<file path="src/rtl/shift_box_pkg.sv">
// Shared types and widths for the iterative shift/rotate unit.
package shift_box_pkg;

  localparam int unsigned SHIFT_W = 32;
  localparam int unsigned SHAMT_W = 5;

  typedef enum logic [2:0] {
    OP_NOP  = 3'b000,
    OP_LOAD = 3'b001,
    OP_SLL  = 3'b010,
    OP_SRL  = 3'b011,
    OP_SRA  = 3'b100,
    OP_ROR  = 3'b101,
    OP_ROL  = 3'b110,
    OP_RSVD = 3'b111
  } shift_op_t;

  typedef enum logic [1:0] {
    ST_IDLE  = 2'b00,
    ST_SHIFT = 2'b01,
    ST_DONE  = 2'b10
  } shift_state_t;

  // True for the ops that actually move bits (SLL..ROL).
  function automatic logic is_shift_op(shift_op_t op);
    return (op == OP_SLL) || (op == OP_SRL) || (op == OP_SRA) ||
           (op == OP_ROR) || (op == OP_ROL);
  endfunction

endpackage

</file>
<file path="src/rtl/shift_passo.sv">
// One single-bit step of a shift or rotate; non-shift ops pass the value through.
module shift_passo
  import shift_box_pkg::*;
(
  input  logic [SHIFT_W-1:0] valor_i,
  input  shift_op_t          op_i,
  output logic [SHIFT_W-1:0] passo_o
);

  always_comb begin
    passo_o = valor_i;
    case (op_i)
      OP_SLL:  passo_o = {valor_i[SHIFT_W-2:0], 1'b0};
      OP_SRL:  passo_o = {1'b0, valor_i[SHIFT_W-1:1]};
      OP_SRA:  passo_o = {valor_i[SHIFT_W-1], valor_i[SHIFT_W-1:1]};
      OP_ROR:  passo_o = {valor_i[0], valor_i[SHIFT_W-1:1]};
      OP_ROL:  passo_o = {valor_i[SHIFT_W-2:0], valor_i[SHIFT_W-1]};
      default: passo_o = valor_i;
    endcase
  end

endmodule

</file>
<file path="src/rtl/shift_box_iterativo.sv">
// Iterative 32-bit shift/rotate unit: one bit per clock, start/done handshake
// with the multicycle control FSM.
module shift_box_iterativo
  import shift_box_pkg::*;
(
  input  logic               clk,
  input  logic               reset_n,
  input  logic               start,
  input  logic [2:0]         op,
  input  logic [SHAMT_W-1:0] shamt,
  input  logic [SHIFT_W-1:0] entrada,
  output logic [SHIFT_W-1:0] saida,
  output logic               busy,
  output logic               done
);

  shift_state_t       state_q;
  shift_op_t          op_q;
  logic [SHAMT_W-1:0] count_q;
  logic [SHIFT_W-1:0] sreg_q;
  logic [SHIFT_W-1:0] passo_d;
  shift_op_t          op_in;

  assign op_in = shift_op_t'(op);

  shift_passo u_passo (
    .valor_i (sreg_q),
    .op_i    (op_q),
    .passo_o (passo_d)
  );

  // Control FSM with count and shift register; inputs are only looked at in IDLE.
  always_ff @(posedge clk or negedge reset_n) begin
    if (!reset_n) begin
      state_q <= ST_IDLE;
      op_q    <= OP_NOP;
      count_q <= '0;
      sreg_q  <= '0;
    end else begin
      case (state_q)
        ST_IDLE: begin
          if (start) begin
            op_q    <= op_in;
            count_q <= shamt;
            if (is_shift_op(op_in) || (op_in == OP_LOAD)) begin
              sreg_q <= entrada;
            end
            if (is_shift_op(op_in) && (shamt != '0)) begin
              state_q <= ST_SHIFT;
            end else begin
              state_q <= ST_DONE;
            end
          end
        end
        ST_SHIFT: begin
          sreg_q  <= passo_d;
          count_q <= count_q - SHAMT_W'(1);
          if (count_q == SHAMT_W'(1)) begin
            state_q <= ST_DONE;
          end
        end
        ST_DONE: begin
          state_q <= ST_IDLE;
        end
        default: begin
          state_q <= ST_IDLE;
        end
      endcase
    end
  end

  // Status decoded from registered state only.
  assign saida = sreg_q;
  assign busy  = (state_q != ST_IDLE);
  assign done  = (state_q == ST_DONE);

endmodule

</file>
<file path="config.mk">
export PLATFORM = sky130hd
export DESIGN_NAME = shift_box_iterativo
export DESIGN_NICKNAME = d
export VERILOG_FILES = /design/src/rtl/shift_box_pkg.sv /design/src/rtl/shift_passo.sv /design/src/rtl/shift_box_iterativo.sv
export SDC_FILE = /design/constraint.sdc
export NUM_CORES = 1
export LEC_CHECK = 0
export ABC_AREA = 0
export CORE_MARGIN = 10
export CORE_UTILIZATION = 35
export CTS_CLUSTER_DIAMETER = 100
export DETAILED_ROUTE_END_ITERATION = 10
export HOLD_SLACK_MARGIN = 0.06
export SYNTH_ARGS = -nofsm -noshare
export SYNTH_HDL_FRONTEND = slang
export SYNTH_HIERARCHICAL = 1
export SYNTH_SLANG_ARGS = --single-unit
</file>
<file path="constraint.sdc">
create_clock -name clk -period 3.2 [get_ports clk]
set_input_delay 0.64 -clock clk [delete_from_list [all_inputs] [get_ports clk]]
set_output_delay 0.64 -clock clk [all_outputs]
set_load 0.05 [all_outputs]
</file>
==> flow_summary.json, run 1 <==
{
  "critPathKind": "reg -> out",
  "grt_pass1_wl_um": 15300,
  "synth_nets": 429,
  "grt_pass1_vias": 2943,
  "end_kind": "output pin",
  "yosysSeqAreaShare_pct": 29.3,
  "power_density_nw_per_um2": 1280,
  "cts_resized": 0,
  "p_sw_w": 0.00269,
  "intPower_w": 0.00306,
  "grt_usage_pct": 12.5,
  "cts_hold_buf": 0,
  "cts.clk_slew.worst_paths_ns": 0.08,
  "seq_power_share_pct": 24.7,
  "yosysWarnings": 6,
  "start_util_pct": 36.4,
  "yosys.area_share.simple_pct": 24.2,
  "final_layout_size_suffix_gt1_share_pct": 26.2,
  "combPwrFrac_pct": 67.9,
  "synth-adder-area-share_pct": 0.698,
  "postCtsSetupRepairBufs": 0,
  "rsz0062_at_grt": "no",
  "crit_end": "done",
  "routabilityCongestion": 0.751,
  "swShare_pct": 46.8,
  "nNetsFinal": 486,
  "placed_cell_area_um2": 4400,
  "r2r_cells": 5,
  "vias": 2952,
  "power_frac_clock_pct": 7.3,
  "synth_cells": 384,
  "dieArea_um2": 14700,
  "ys_ff_latch": 42,
  "drcViolationCount": 0,
  "insertion_delay_ns": 0.29,
  "relSlewSlack_pct": 33.5,
  "fin_ws_ns": 0.570,
  "outcome": "completed",
  "postLayoutCellArea_um2": 4500,
  "final_common_cell": "clkdlybuf4s50_1",
  "antenna_found_initial": 0,
  "cts.htree.levels": 2,
  "gr-total-overflow": 0,
  "placement_rows": 36,
  "die_h_um": 121,
  "synth_compound_area_share_pct": 14.9,
  "synth_area_leaders": "dfrtp_1, mux2_4, mux2_2",
  "ir_drop_mv": 0.744,
  "ys_types": 41,
  "setup_tns_ns": 0,
  "synth_top_family_by_area": "multiplexers",
  "hold_viol_final": 0,
  "hold_class": "in -> async",
  "place_ws_ns": 0.629,
  "grt_max_degree": 71,
  "hold_slack_ns": 0.494,
  "arrival_ns": 1.99,
  "worstPathRequired_ns": 2.56,
  "drt-pass1-iter-count": 4,
  "worstReg2RegStart": "op_q[2]",
  "synth_area_um2": 3590,
  "core_um2": 9860,
  "muxShareOfSynthArea_pct": 25.9,
  "final_cell_mix": "clkdlybuf4s50_1, nand2b_1, a21oi_1, dfrtp_1, mux2_2",
  "finalWirelength_um": 9050,
  "place_hpwl_um": 6170,
  "multi_input_area_um2": 2360,
  "synth.avg_cell_area_um2": 9.34,
  "cts_tree": "built",
  "slew_violations": 0,
  "drv_cap": 0,
  "cp_max_fo": 15,
  "total_leakage_power_nw": 1.79,
  "wire_per_inst_um": 15.7,
  "r2r-end": "saida[29]",
  "die_w_um": 121,
  "first_iter_violations": 230,
  "portBuffers": 76,
  "clock_sinks": 42,
  "clk_path_buf_depth": 2,
  "tightest_slew_ns": 0.997,
  "vias_per_cell": 5.13,
  "cts_made_buffers": 5,
  "synth_top_cell_area_share_pct": 29.3,
  "ant_nets": 0,
  "pin_count": 77,
  "n_fill_cell": 974,
  "post-route-min-period_ns": 2.63,
  "syn_to_final_growth_pct": 25.5,
  "max_clock_freq_mhz": 380,
  "start_kind": "flop",
  "reg2reg_slack_ns": 0.89,
  "clock_skew_ns": 0.00508,
  "root_buffer": "clkbuf_8",
  "yosysTopAreaCell": "dfrtp_1",
  "critPathLaunch": "state_q[1]",
  "synth_xor_area_share_pct": 0,
  "finalSetupViolations": 0,
  "antenna_cells": 0,
  "seqCellArea_um2": 1050,
  "fin_crit_sh_pct": 82.2
}
power groups by stage:
| stage | Sequential [W] | Combinational (W) | Clock (W) |
|---|---|---|---|
| 3_5_place_dp | 0.00143 | 0.00392 | 0 |
| 3_3_place_gp | 0.00142 | 0.00386 | 0 |
| 5_1_grt | 0.00153 | 0.00424 | 0.000454 |
| 6_report | 0.00142 | 0.00391 | 0.000421 |
| 2_1_floorplan | 0.00180 | 0.00263 | 0 |
| 4_1_cts | 0.00143 | 0.00394 | 0.000434 |
registers in the layout, summed over array words and instances, names as in the netlist:
| signal | flops |
|---|---|
| count_q | 5 |
| op_q | 3 |
| saida | 32 |
| state_q | 2 |
logic make-up (layout without fill, tap and decap cells):
family                   count (synthesis)  after routing
multiplexers                            73             73
adder cells (fa/ha/maj)                  2              2
AND/OR/NAND/NOR                        147            147
buffers and inverters                   34             92
flip-flops                              42             42
AO/OA/AOI/OAI                           86             86
through the flow:
stage	cells	util, %	total power [W]
after floorplan	384	-	0.00443
after global placement	567	44.6	0.00528
after detailed placement	567	44.6	0.00535
after CTS	575	45.6	0.00579
after global routing	575	45.6	0.00622
final	575	45.6	0.00575
Yosys cell counts:
cell type / n
dfrtp_1: 42
nor2_1: 8
o2bb2ai_1: 1
nand3_1: 20
or4bb_1: 1
nor3_1: 2
inv_1: 4
a21oi_1: 39
a211oi_1: 2
nor3b_1: 2
nor2b_1: 9
ha_1: 2
or2_2: 28
nand2_1: 12
clkbuf_1: 11
o21ai_0: 4
a221oi_1: 2
buf_1: 3
a2bb2oi_1: 1
a2111oi_4: 1
o211ai_1: 3
and3_1: 1
a31oi_1: 30
o31a_1: 1
and4b_1: 1
or2_1: 2
mux2_2: 38
clkbuf_2: 1
buf_6: 4
mux2i_1: 5
buf_2: 7
nand2b_1: 53
o221a_2: 1
nand4_1: 1
nor4b_1: 1
a221o_1: 1
mux2_4: 30
or2b_1: 2
or3b_2: 3
nand3b_1: 1
buf_4: 4
worst max-delay path, cell delays in order, from the launching register on:
cell and delay, ns:
dfrtp_1 0.69, nor2b_1 0.20, clkdlybuf4s50_1 0.81
worst min path at each step:
stage                          from    endpoint  slack [ns]  cells after the start
final                       reset_n   saida[27]        0.49                      1
after global routing        reset_n   saida[24]        0.57                      1
after CTS                   reset_n   saida[27]        0.53                      1
after detailed placement  saida[13]   saida[13]        0.57                      1
after global placement     saida[3]    saida[3]        0.57                      1
after floorplan             reset_n  count_q[0]        0.34                      0
layer usage:
layer / wire [um] / GRT usage [%] / vias up
met5: 0 / 0 / -
met4: 46 / 2.68 / 0
met3: 424 / 2.98 / 4
met2: 4320 / 19.9 / 58
met1: 4250 / 16.7 / 1399
li1: - / - / 1491
cell type report:
class                      count  share of cell area (%)
clock buffer                   7                    1.70
clock inverter                 1                   0.667
inverter                       4                   0.334
multi-input combinational    308                    52.4
sequential                    42                    23.4
tap                          133                    3.70
timing repair buffer          80                    17.7
(Power assumes the default switching activity.)
==> run 2: changes to the inputs <==
Clock period 3.2 ns to 2.6 ns, I/O delays scaled along.
==> flow_summary.json, run 2 (synthesized netlist as in run 1, its figures left out) <==
{
  "portBuffers": 76,
  "post-route-min-period_ns": 2.37,
  "relSlewSlack_pct": 38.4,
  "dp_cells": 573,
  "wire_per_inst_um": 15.9,
  "placed_cell_area_um2": 4470,
  "die_w_um": 121,
  "routabilityCongestion": 0.758,
  "crit_family": "buffers and inverters",
  "end_kind": "output pin",
  "slowest_stage": "clkdlybuf4s50_1",
  "critPathKind": "reg -> out",
  "multi_input_area_um2": 2360,
  "max_stage_delay_ns": 0.70,
  "postLayoutCellArea_um2": 4560,
  "path_cells": "or2_2 > clkdlybuf4s50_1",
  "placement_rows": 36,
  "vias": 3018,
  "start_util_pct": 36.4,
  "vias_per_cell": 5.19,
  "cts_hold_buf": 0,
  "antenna_cells": 0,
  "syn_to_final_growth_pct": 27.0,
  "insertion_delay_ns": 0.30,
  "tightest_slew_ns": 0.924,
  "hold_viol_final": 0,
  "nNetsFinal": 492,
  "largest_reg_flops": 32,
  "start_kind": "flop",
  "arrival_ns": 1.85,
  "place_hpwl_um": 6560,
  "clk_path_buf_depth": 2,
  "place_ws_ns": 0.178,
  "final_common_cell": "clkdlybuf4s50_1",
  "clock_sinks": 42,
  "gr-total-overflow": 0,
  "dieArea_um2": 14700,
  "fin_crit_sh_pct": 91.1,
  "hold_class": "in -> async",
  "worstPathRequired_ns": 2.08,
  "slew_violations": 0,
  "ir_drop_mv": 0.691,
  "cp_max_fo": 10,
  "finalSetupViolations": 0,
  "cts_made_buffers": 5,
  "setup_tns_ns": 0,
  "drv_cap": 0,
  "postCtsSetupRepairBufs": 0,
  "outcome": "completed",
  "die_h_um": 121,
  "ant_nets": 0,
  "n_fill_cell": 932,
  "grt_pass1_wl_um": 15200,
  "max_clock_freq_mhz": 422,
  "reg2reg_slack_ns": 0.50,
  "final_cell_mix": "clkdlybuf4s50_1, nand2b_1, a21oi_1, dfrtp_1, mux2_2",
  "cts.clk_slew.worst_paths_ns": 0.09,
  "drcViolationCount": 0,
  "fin_total_pwr_w": 0.00709,
  "fin_cells": 581,
  "core_um2": 9860,
  "total_leakage_power_nw": 1.83,
  "power_density_nw_per_um2": 1560,
  "path_buf_inv": 1,
  "fin_ws_ns": 0.231,
  "finalWirelength_um": 9230,
  "rsz0062_at_grt": "no",
  "antenna_found_initial": 0,
  "grt_usage_pct": 12.5,
  "final_layout_size_suffix_gt1_share_pct": 27.5,
  "clock_skew_ns": 0.00799,
  "pin_count": 77,
  "first_iter_violations": 153,
  "root_buffer": "clkbuf_8",
  "cts_resized": 0,
  "grt_pass1_vias": 3063,
  "cts_tree": "built",
  "seqCellArea_um2": 1050,
  "cts.htree.levels": 2,
  "drt-pass1-iter-count": 4,
  "grt_max_degree": 65
}
-- run 2: cell types whose count changed in the layout (fill, tap and decap cells not counted) --
cell | before | now
buf_12 | 1 | 3
bufinv_16 | 1 | 0
clkinv_2 | 0 | 1
clkbuf_8 | 5 | 6
clkbuf_1 | 2 | 1
buf_4 | 3 | 7
-- run 2: cell type report --
| cell class | instances | share of cell area, % |
|---|---|---|
| multi-input combinational | 308 | 51.8 |
| sequential | 42 | 23.1 |
| timing repair buffer | 86 | 19.1 |
| tap | 133 | 3.65 |
| clock buffer | 7 | 1.89 |
| inverter | 4 | 0.329 |
| clock inverter | 1 | 0.110 |
-- run 2: metrics by stage --
step	utilization (%)	hold slack, ns
2_1_floorplan	-	0.224
3_3_place_gp	45.3	0.562
3_5_place_dp	45.3	0.573
4_1_cts	46.2	0.255
5_1_grt	46.2	0.274
6_report	46.2	0.241
-- run 2: worst register-to-register path, delay by kind of cell, from the launching register on --
| kind | cells | cell delay, ns |
|---|---|---|
| buffers and inverters | 1 | 0.26 |
| muxes | 3 | 0.91 |
| AOI/OAI and AO/OA | 1 | 0.10 |
| and+or+nand+nor | 1 | 0.07 |
| DFF | 1 | 0.67 |
-- run 2: path summary, 6_finish.rpt --
| kind | startpoint | end | cells past startpoint |
|---|---|---|---|
| worst max-delay path | state_q[0] | busy | 2 |
| worst min-delay path | reset_n | saida[23] | 1 |
| worst max register to register | op_q[2] | saida[0] | 6 |
| worst min register to register | saida[17] | saida[17] | 1 |
| max in group asynchronous | reset_n | saida[12] | 2 |
| min in group clk | saida[17] | saida[17] | 1 |
-- run 2: metal layers --
metal  GRT usage (%)  vias to the layer above  routed length, um
li1                -                     1504                  -
met1            15.9                     1449               4240
met2            21.2                       58               4460
met3            2.84                        7                461
met4            2.68                        0                 65
met5               0                        -                  0
-- run 2: report_power, final --
part,internal (W),leakage (nW),total [W],switching (W)
combinational,0.00254,1.30,0.00499,0.00245
clock,0.000215,0.0482,0.000446,0.000232
sequential,0.00100,0.481,0.00165,0.000649
